==> src/rtl/pc_next_ctrl.sv <==
// Next-PC controller: picks the fetch address and PC enable for the program-counter register.
// It tracks stall and post-redirect flush windows.
module pc_next_ctrl #(
    parameter int unsigned           ADDR_WIDTH   = 12,
    parameter int unsigned           FLUSH_CYCLES = 2,
    parameter logic [ADDR_WIDTH-1:0] RESET_VECTOR = '0,
    parameter logic [ADDR_WIDTH-1:0] EXC_VECTOR   = '1
) (
    input  logic                  clock,
    input  logic                  reset,
    input  logic [ADDR_WIDTH-1:0] pc_current,
    input  logic                  stall_req,
    input  logic                  branch_valid,
    input  logic [ADDR_WIDTH-1:0] branch_target,
    input  logic                  jump_valid,
    input  logic [ADDR_WIDTH-1:0] jump_target,
    input  logic                  exc_valid,
    output logic [ADDR_WIDTH-1:0] pc_next,
    output logic                  pc_en,
    output logic                  flush,
    output logic [1:0]            state,
    output logic [15:0]           stall_cnt
);

    localparam int unsigned    CNT_W      = 4;
    localparam int unsigned    STAT_W     = 16;
    localparam logic [CNT_W-1:0] FLUSH_LOAD = CNT_W'(FLUSH_CYCLES - 1);
    localparam bit             MULTI_FLUSH = (FLUSH_CYCLES > 1);

    typedef enum logic [1:0] {
        ST_RUN   = 2'd0,
        ST_STALL = 2'd1,
        ST_FLUSH = 2'd2
    } state_e;

    state_e                  state_q, state_d;
    logic [CNT_W-1:0]        cnt_q, cnt_d;
    logic [STAT_W-1:0]       stall_cnt_q, stall_cnt_d;

    logic [ADDR_WIDTH-1:0]   pc_inc;
    logic [ADDR_WIDTH-1:0]   pc_next_int;
    logic                    pc_en_int;
    logic                    flush_int;
    logic                    redirect;
    logic [ADDR_WIDTH-1:0]   redirect_tgt;

    // Next-state and unforced next-PC selection; a redirect opens a flush window.
    always_comb begin
        pc_inc       = ADDR_WIDTH'(pc_current + 1'b1);
        pc_next_int  = pc_inc;
        pc_en_int    = 1'b1;
        flush_int    = 1'b0;
        state_d      = state_q;
        cnt_d        = cnt_q;
        redirect     = 1'b0;
        redirect_tgt = EXC_VECTOR;

        case (state_q)
            ST_FLUSH: begin
                // Branch, jump and stall requests here come from squashed instructions.
                flush_int = 1'b1;
                if (exc_valid) begin
                    redirect = 1'b1;
                end else begin
                    cnt_d   = CNT_W'(cnt_q - 1'b1);
                    state_d = (cnt_q <= CNT_W'(1)) ? ST_RUN : ST_FLUSH;
                end
            end
            ST_RUN, ST_STALL: begin
                if (exc_valid) begin
                    redirect = 1'b1;
                end else if ((state_q == ST_STALL) && stall_req) begin
                    pc_en_int   = 1'b0;
                    pc_next_int = pc_current;
                end else if (jump_valid) begin
                    redirect     = 1'b1;
                    redirect_tgt = jump_target;
                end else if (branch_valid) begin
                    redirect     = 1'b1;
                    redirect_tgt = branch_target;
                end else if (stall_req) begin
                    pc_en_int   = 1'b0;
                    pc_next_int = pc_current;
                    state_d     = ST_STALL;
                end else begin
                    state_d = ST_RUN;
                end
            end
            default: begin
                state_d = ST_RUN;
                cnt_d   = '0;
            end
        endcase

        if (redirect) begin
            pc_next_int = redirect_tgt;
            pc_en_int   = 1'b1;
            flush_int   = 1'b1;
            state_d     = MULTI_FLUSH ? ST_FLUSH : ST_RUN;
            cnt_d       = MULTI_FLUSH ? FLUSH_LOAD : '0;
        end

        stall_cnt_d = stall_cnt_q;
        if (!pc_en_int && (stall_cnt_q != '1)) begin
            stall_cnt_d = STAT_W'(stall_cnt_q + 1'b1);
        end
    end

    // Outputs are held at their reset values for as long as reset is low, with no clock needed.
    always_comb begin
        pc_next = pc_next_int;
        pc_en   = pc_en_int;
        flush   = flush_int;
        if (!reset) begin
            pc_next = RESET_VECTOR;
            pc_en   = 1'b0;
            flush   = 1'b0;
        end
    end

    // State, flush counter and stall statistic registers.
    always_ff @(posedge clock or negedge reset) begin
        if (!reset) begin
            state_q     <= ST_RUN;
            cnt_q       <= '0;
            stall_cnt_q <= '0;
        end else begin
            state_q     <= state_d;
            cnt_q       <= cnt_d;
            stall_cnt_q <= stall_cnt_d;
        end
    end

    assign state     = state_q;
    assign stall_cnt = stall_cnt_q;

endmodule

==> config.mk <==
export PLATFORM = sky130hd
export DESIGN_NAME = pc_next_ctrl
export DESIGN_NICKNAME = d
export VERILOG_FILES = /design/src/rtl/pc_next_ctrl.sv
export SDC_FILE = /design/constraint.sdc
export NUM_CORES = 1
export LEC_CHECK = 0
export CORE_MARGIN = 2
export CORE_UTILIZATION = 33
export CTS_BUF_LIST = sky130_fd_sc_hd__clkbuf_8
export CTS_CLUSTER_SIZE = 20
export DETAILED_ROUTE_END_ITERATION = 8
export PLACE_DENSITY = 0.64
export RECOVER_POWER = 100
export SYNTH_ARGS = -nofsm -noshare
export SYNTH_HDL_FRONTEND = slang
export SYNTH_SLANG_ARGS = --single-unit
==> constraint.sdc <==
create_clock -name clock -period 4.1 [get_ports clock]
set_input_delay 0.41 -clock clock [delete_from_list [all_inputs] [get_ports clock]]
set_output_delay 0.41 -clock clock [all_outputs]
set_load 0.01 [all_outputs]
======== After elaboration in Yosys (flattened, before gate mapping) ========
Cells that the tools add are included.
storage, ports and cells
  bits of input ports ..................... 42
  register bits after elaboration ......... 22
  word-level logic and storage cells ...... 65
cells by class
  $lt $le $gt $ge ......................... 1
  mux-type cells .......................... 42
  eq/ne operators ......................... 9
  reduce and logical (&&, ||, !) cells .... 7
  add/sub/neg operators ................... 3
operator list
  operator                                                                count
  12-bit two-way mux                                                      13
  1-bit two-way mux                                                       17
  16-bit by 1-bit adder with 16-bit output (second input constant)        1
  16-bit inequality test (second input constant)                          1
  3-bit inequality test (second input constant)                           5
  2-bit two-way mux                                                       7
  12-bit by 1-bit adder with 12-bit output (second input constant)        1
  4-bit two-way mux                                                       2
  4-bit case mux with 2 select lines                                      1
  5-bit AND reduction                                                     1
  4-bit by 1-bit <= comparator with 1-bit output (second input constant)  1
  2-bit case mux with 2 select lines                                      1
  4-bit by 1-bit subtractor with 4-bit output (second input constant)     1
  2-bit by 1-bit == test with 1-bit output (second input constant)        1
  2-bit == test (second input constant)                                   1
  1-bit logical AND                                                       2
  2-bit logical NOT                                                       1
  2-bit inequality test (second input constant)                           1
  1-bit case mux with 2 select lines                                      1
  2-bit AND reduction                                                     1
  2-bit OR reduction                                                      1
  1-bit logical NOT                                                       1

======== Longest topological paths before layout ========
  word-level depth ........................ 9
  gate-level depth with buffers ........... 7
  mapped depth without buffers ............ 6

======== Least setup slack after synthesis ========
Ideal clock, no wire load.
  path kind ............................... register to output
  start ................................... reg state_q[0] (netlist: state[0])
  end ..................................... out pc_next[10]
  data arrival time ....................... 1516 ps
  path slack .............................. 2174 ps
  stages on the path, launching flop included .. 8
  data required time ...................... 3690 ps
  path through ............................ dfrtp_1 -> o21bai_4 -> nand3_4 -> inv_4 -> buf_6 -> nor4_4 -> xnor2_1 -> a21oi_2
on the way
  word-level cells in the longest chain between the ends .. 7
  elaborated cells on any way between the ends .. 16
  classes of those cells .................. 2 x eq/ne; 11 x mux; 3 x reduce/logical
RTL lines
  element                                                                   RTL line  text
  from (decl)                                                               36        state_e state_q, state_d;
  from (signal assigned)                                                    128       state_q <= state_d;
  2-bit by 1-bit == test with 1-bit output                                  58, 72
  1-bit logical AND                                                         72        end else if ((state_q == ST_STALL) && stall_req) begin
  1-bit two-way mux or 12-bit two-way mux (tied branches)                   72
  1-bit two-way mux or 12-bit two-way mux (tied branches)                   70        if (exc_valid) begin
  1-bit case mux with 2 select lines or 12-bit two-way mux (tied branches)  58        case (state_q)
  12-bit two-way mux (*)                                                    95        if (redirect) begin
  12-bit two-way mux (*)                                                    114       if (!reset) begin
  to (decl)                                                                 18        output logic [ADDR_WIDTH-1:0] pc_next,
Mark *: on every way between the ends. The rest lies on a longest branch, timed or not.

======== Worst setup path after layout ========
  start ................................... in exc_valid
  end ..................................... out pc_next[10]
on the way
  word-level cells in the longest chain between the ends .. 4
  elaborated cells on any way between the ends .. 9
  classes of those cells .................. 9 x mux
RTL lines
  element                                                                   RTL line  text
  from (decl)                                                               17        input logic exc_valid,
  1-bit two-way mux (tied with other cells)                                 70
  1-bit case mux with 2 select lines or 12-bit two-way mux (tied branches)  58
  12-bit two-way mux (*)                                                    95
  12-bit two-way mux (*)                                                    114
Marked as above.

==> out/metrics.yaml <==
synth_enable_flop_cells: 0
type_of_the_worst_setup_path: "in2out"
antenna_nets_post_route: 0
total_leakage_power_nw: 1.047
cts_htree_levels: 1
grt_start_max_net_pins: 17
dominantRegCellSynth: "sky130_fd_sc_hd__dfrtp_1"
synthesis.yosys.warnings: 0
fp.dieH_um: 75.28
p_per_area_nw_per_um2: 293.3
numCtsBuffers: 3
area_growth_pct: 47.99
finalSetupTns_ns: 0
clock_sink_count: 22
synth.yosys.seq_area_share_pct: 32.84
timing.final.crit_period_ns: 3.448
wl_per_cell_um: 14.00
synth_seq_cells: 22
number_of_global_route_vias_before_repair: 1635
drv_slew: 0
worst_setup_hold_path_clk_slew_ns: 0.08
cp_launch_type: "primary input"
max-clock-path-buffers: 2
globalRouteTotalUtil_pct: 17.75
data_arrival_at_the_endpoint_of_the_critical_path_ns: 3.04
utilization_pct: 51.51
cts_tree: "built"
syn_area_per_cell_um2: 8.383
share_of_cells_above_drive_strength_1_pct: 4.396
vdd.ir_drop.worst_v: 0.0002251
number_of_standard_cells_in_the_layout_taps_in_and_fillers_out: 340
placeableCoreArea_um2: 4817
place_congestion: 0.7792
kind_of_capture_point_of_the_worst_setup_path: "output pin"
cp_cell_sequence: "dlygate4sd3_1 > nor2_1 > nand3_4 > clkinvlp_2 > nor4_1 > xnor2_1 > a21oi_2 > clkdlybuf4s50_1"
grt_first_pass_wirelength_um: 7790
post-route-drc-count: 0
postSynthCellCount: 200
via_per_inst: 5.038
n_antenna_cell: 0
synth.net_count: 246
detail_route.iter0.violations: 77
finalWirelength_um: 4761
clk-insertion-delay-late_ns: 0.27
final-hold-violation-count: 0
finalNetCount: 320
worst_hold_slack_ns: 0.5031
dp.cells: 336
num_vias: 1713
crit_fanout: 12
grt_setup_unrepaired: "false"
cts_hold_buffers: 0
timing.critical_path.slowest_stage_cell: "sky130_fd_sc_hd__dlygate4sd3_1"
period_share_pct: 84.11
outcome: "complete, no violations"
tightestPinTransition_ns: 1.220
timing.slew.headroom_pct: 18.18
placementRows: 25
max_cap_violations: 0
clock_skew_ns: 0.007975
die_area_um2: 5667
post_cts.resized_instances: 0
pin_count: 74
setup_viol: 0
synth.cell_area_um2: 1677
critical_path.top_delay_family: "buffers and inverters"
cpPeakStageDelay_ns: 0.64
clk_root_buffer_cell: "sky130_fd_sc_hd__clkbuf_8"
number_of_buffers_inserted_by_post_cts_setup_repair: 0
hold_path.class: "reg2reg"
critPathRequiredTime_ns: 3.69
gr-total-overflow: 0
max_clock_freq_mhz: 290.0
initial_core_utilization_pct: 34.81
ys_types: 40
die_width_um: 75.28
buffer_ports.inserted: 73
dpl.hpwl_um: 3685
antenna_found_initial: 0
path_buf_inv: 3
synth-async-reset-ratio_pct: 100.0
firstDrtPassIters: 4
[flip-flops by register name, summed over array words and instances, names as in the netlist]
name / count
stall_cnt: 16
state: 2
cnt_q: 4
[cells by family (layout without fill, tap and decap cells)]
family / after synthesis / in the layout / synth area share [%]
mux: 3 / 3 / 1.866
fa+ha+maj: 4 / 4 / 2.985
flops: 22 / 22 / 32.84
buf+inv: 15 / 88 / 4.105
xor+xnor: 23 / 23 / 12.02
simple gates: 88 / 88 / 29.11
compound gates: 45 / 45 / 17.09
[final timing paths]
check                              start       endpoint  slack [ns]  cells past startpoint
max                            exc_valid    pc_next[10]        0.65                      8
min                        stall_cnt[14]  stall_cnt[14]        0.50                      1
max reg2reg                     state[1]   stall_cnt[9]        2.00                      6
min reg2reg                stall_cnt[14]  stall_cnt[14]        0.50                      1
max in group asynchronous          reset       cnt_q[2]        2.47                      2
min in group asynchronous          reset       state[1]        0.59                      1
[per-layer routing]
metal / wire length (µm) / track usage [%] / vias to the layer above
met5: 0 / 0 / -
met4: 43 / 4.094 / 0
met3: 276 / 2.008 / 4
met2: 2145 / 28.50 / 54
met1: 2295 / 25.69 / 797
li1: - / - / 858
[cells in the final DEF (no fill, tap or decap), drive strengths merged, types with 6 or more instances in the layout]
| master | n |
|---|---|
| o22ai | 12 |
| clkdlybuf4s50 | 41 |
| nand4 | 9 |
| inv | 7 |
| a21oi | 17 |
| nor3 | 6 |
| clkbuf | 7 |
| dlygate4sd3 | 32 |
| nor2 | 12 |
| o21ai | 7 |
| nand3 | 6 |
| dfrtp | 22 |
| xnor2 | 14 |
| nand2 | 38 |
| xor2 | 9 |
[Yosys cell counts, types with 3 or more instances]
cell type | n | area share (%)
sky130_fd_sc_hd__and3_1 | 5 | 1.9
sky130_fd_sc_hd__nor2_1 | 11 | 2.5
sky130_fd_sc_hd__nor3_1 | 6 | 1.8
sky130_fd_sc_hd__ha_1 | 4 | 3.0
sky130_fd_sc_hd__o22ai_1 | 12 | 4.5
sky130_fd_sc_hd__xnor2_1 | 14 | 7.3
sky130_fd_sc_hd__inv_1 | 7 | 1.6
sky130_fd_sc_hd__nand2_1 | 38 | 8.5
sky130_fd_sc_hd__clkbuf_1 | 4 | 0.90
sky130_fd_sc_hd__xor2_1 | 9 | 4.7
sky130_fd_sc_hd__nand4_1 | 6 | 2.2
sky130_fd_sc_hd__nand2b_1 | 3 | 1.1
sky130_fd_sc_hd__o21ai_0 | 7 | 2.1
sky130_fd_sc_hd__a21oi_1 | 15 | 4.5
sky130_fd_sc_hd__nand3_1 | 5 | 1.5
sky130_fd_sc_hd__dfrtp_1 | 22 | 33
sky130_fd_sc_hd__nand4_2 | 3 | 2.2
[power breakdown]
| group | internal [mW] | leakage, nW | switching (mW) |
|---|---|---|---|
| clock network | 0.0858 | 0.0288 | 0.0741 |
| registers | 0.248 | 0.286 | 0.0381 |
| logic | 0.145 | 0.732 | 0.137 |
[layout make-up]
cell class | instances | area, µm²
Fill cell | 491 | 2336
Clock buffer | 4 | 55.05
Sequential cell | 22 | 550.5
Inverter | 8 | 31.28
Multi-Input combinational cell | 163 | 1018
Tap cell | 67 | 83.83
Timing Repair Buffer | 76 | 742.0
[metrics by stage]
stage | instance area (µm²) | power (mW) | worst slack (ns)
after global routing | 2481 | 0.7836 | 0.4593
after CTS | 2532 | 0.7519 | 0.9460
after global placement | 2477 | 0.5889 | 0.9847
final | 2481 | 0.7278 | 0.6516
after floorplan | 1677 | 0.4347 | 2.174
after detailed placement | 2477 | 0.5917 | 0.9550
Power figures use the tool's default switching activity.
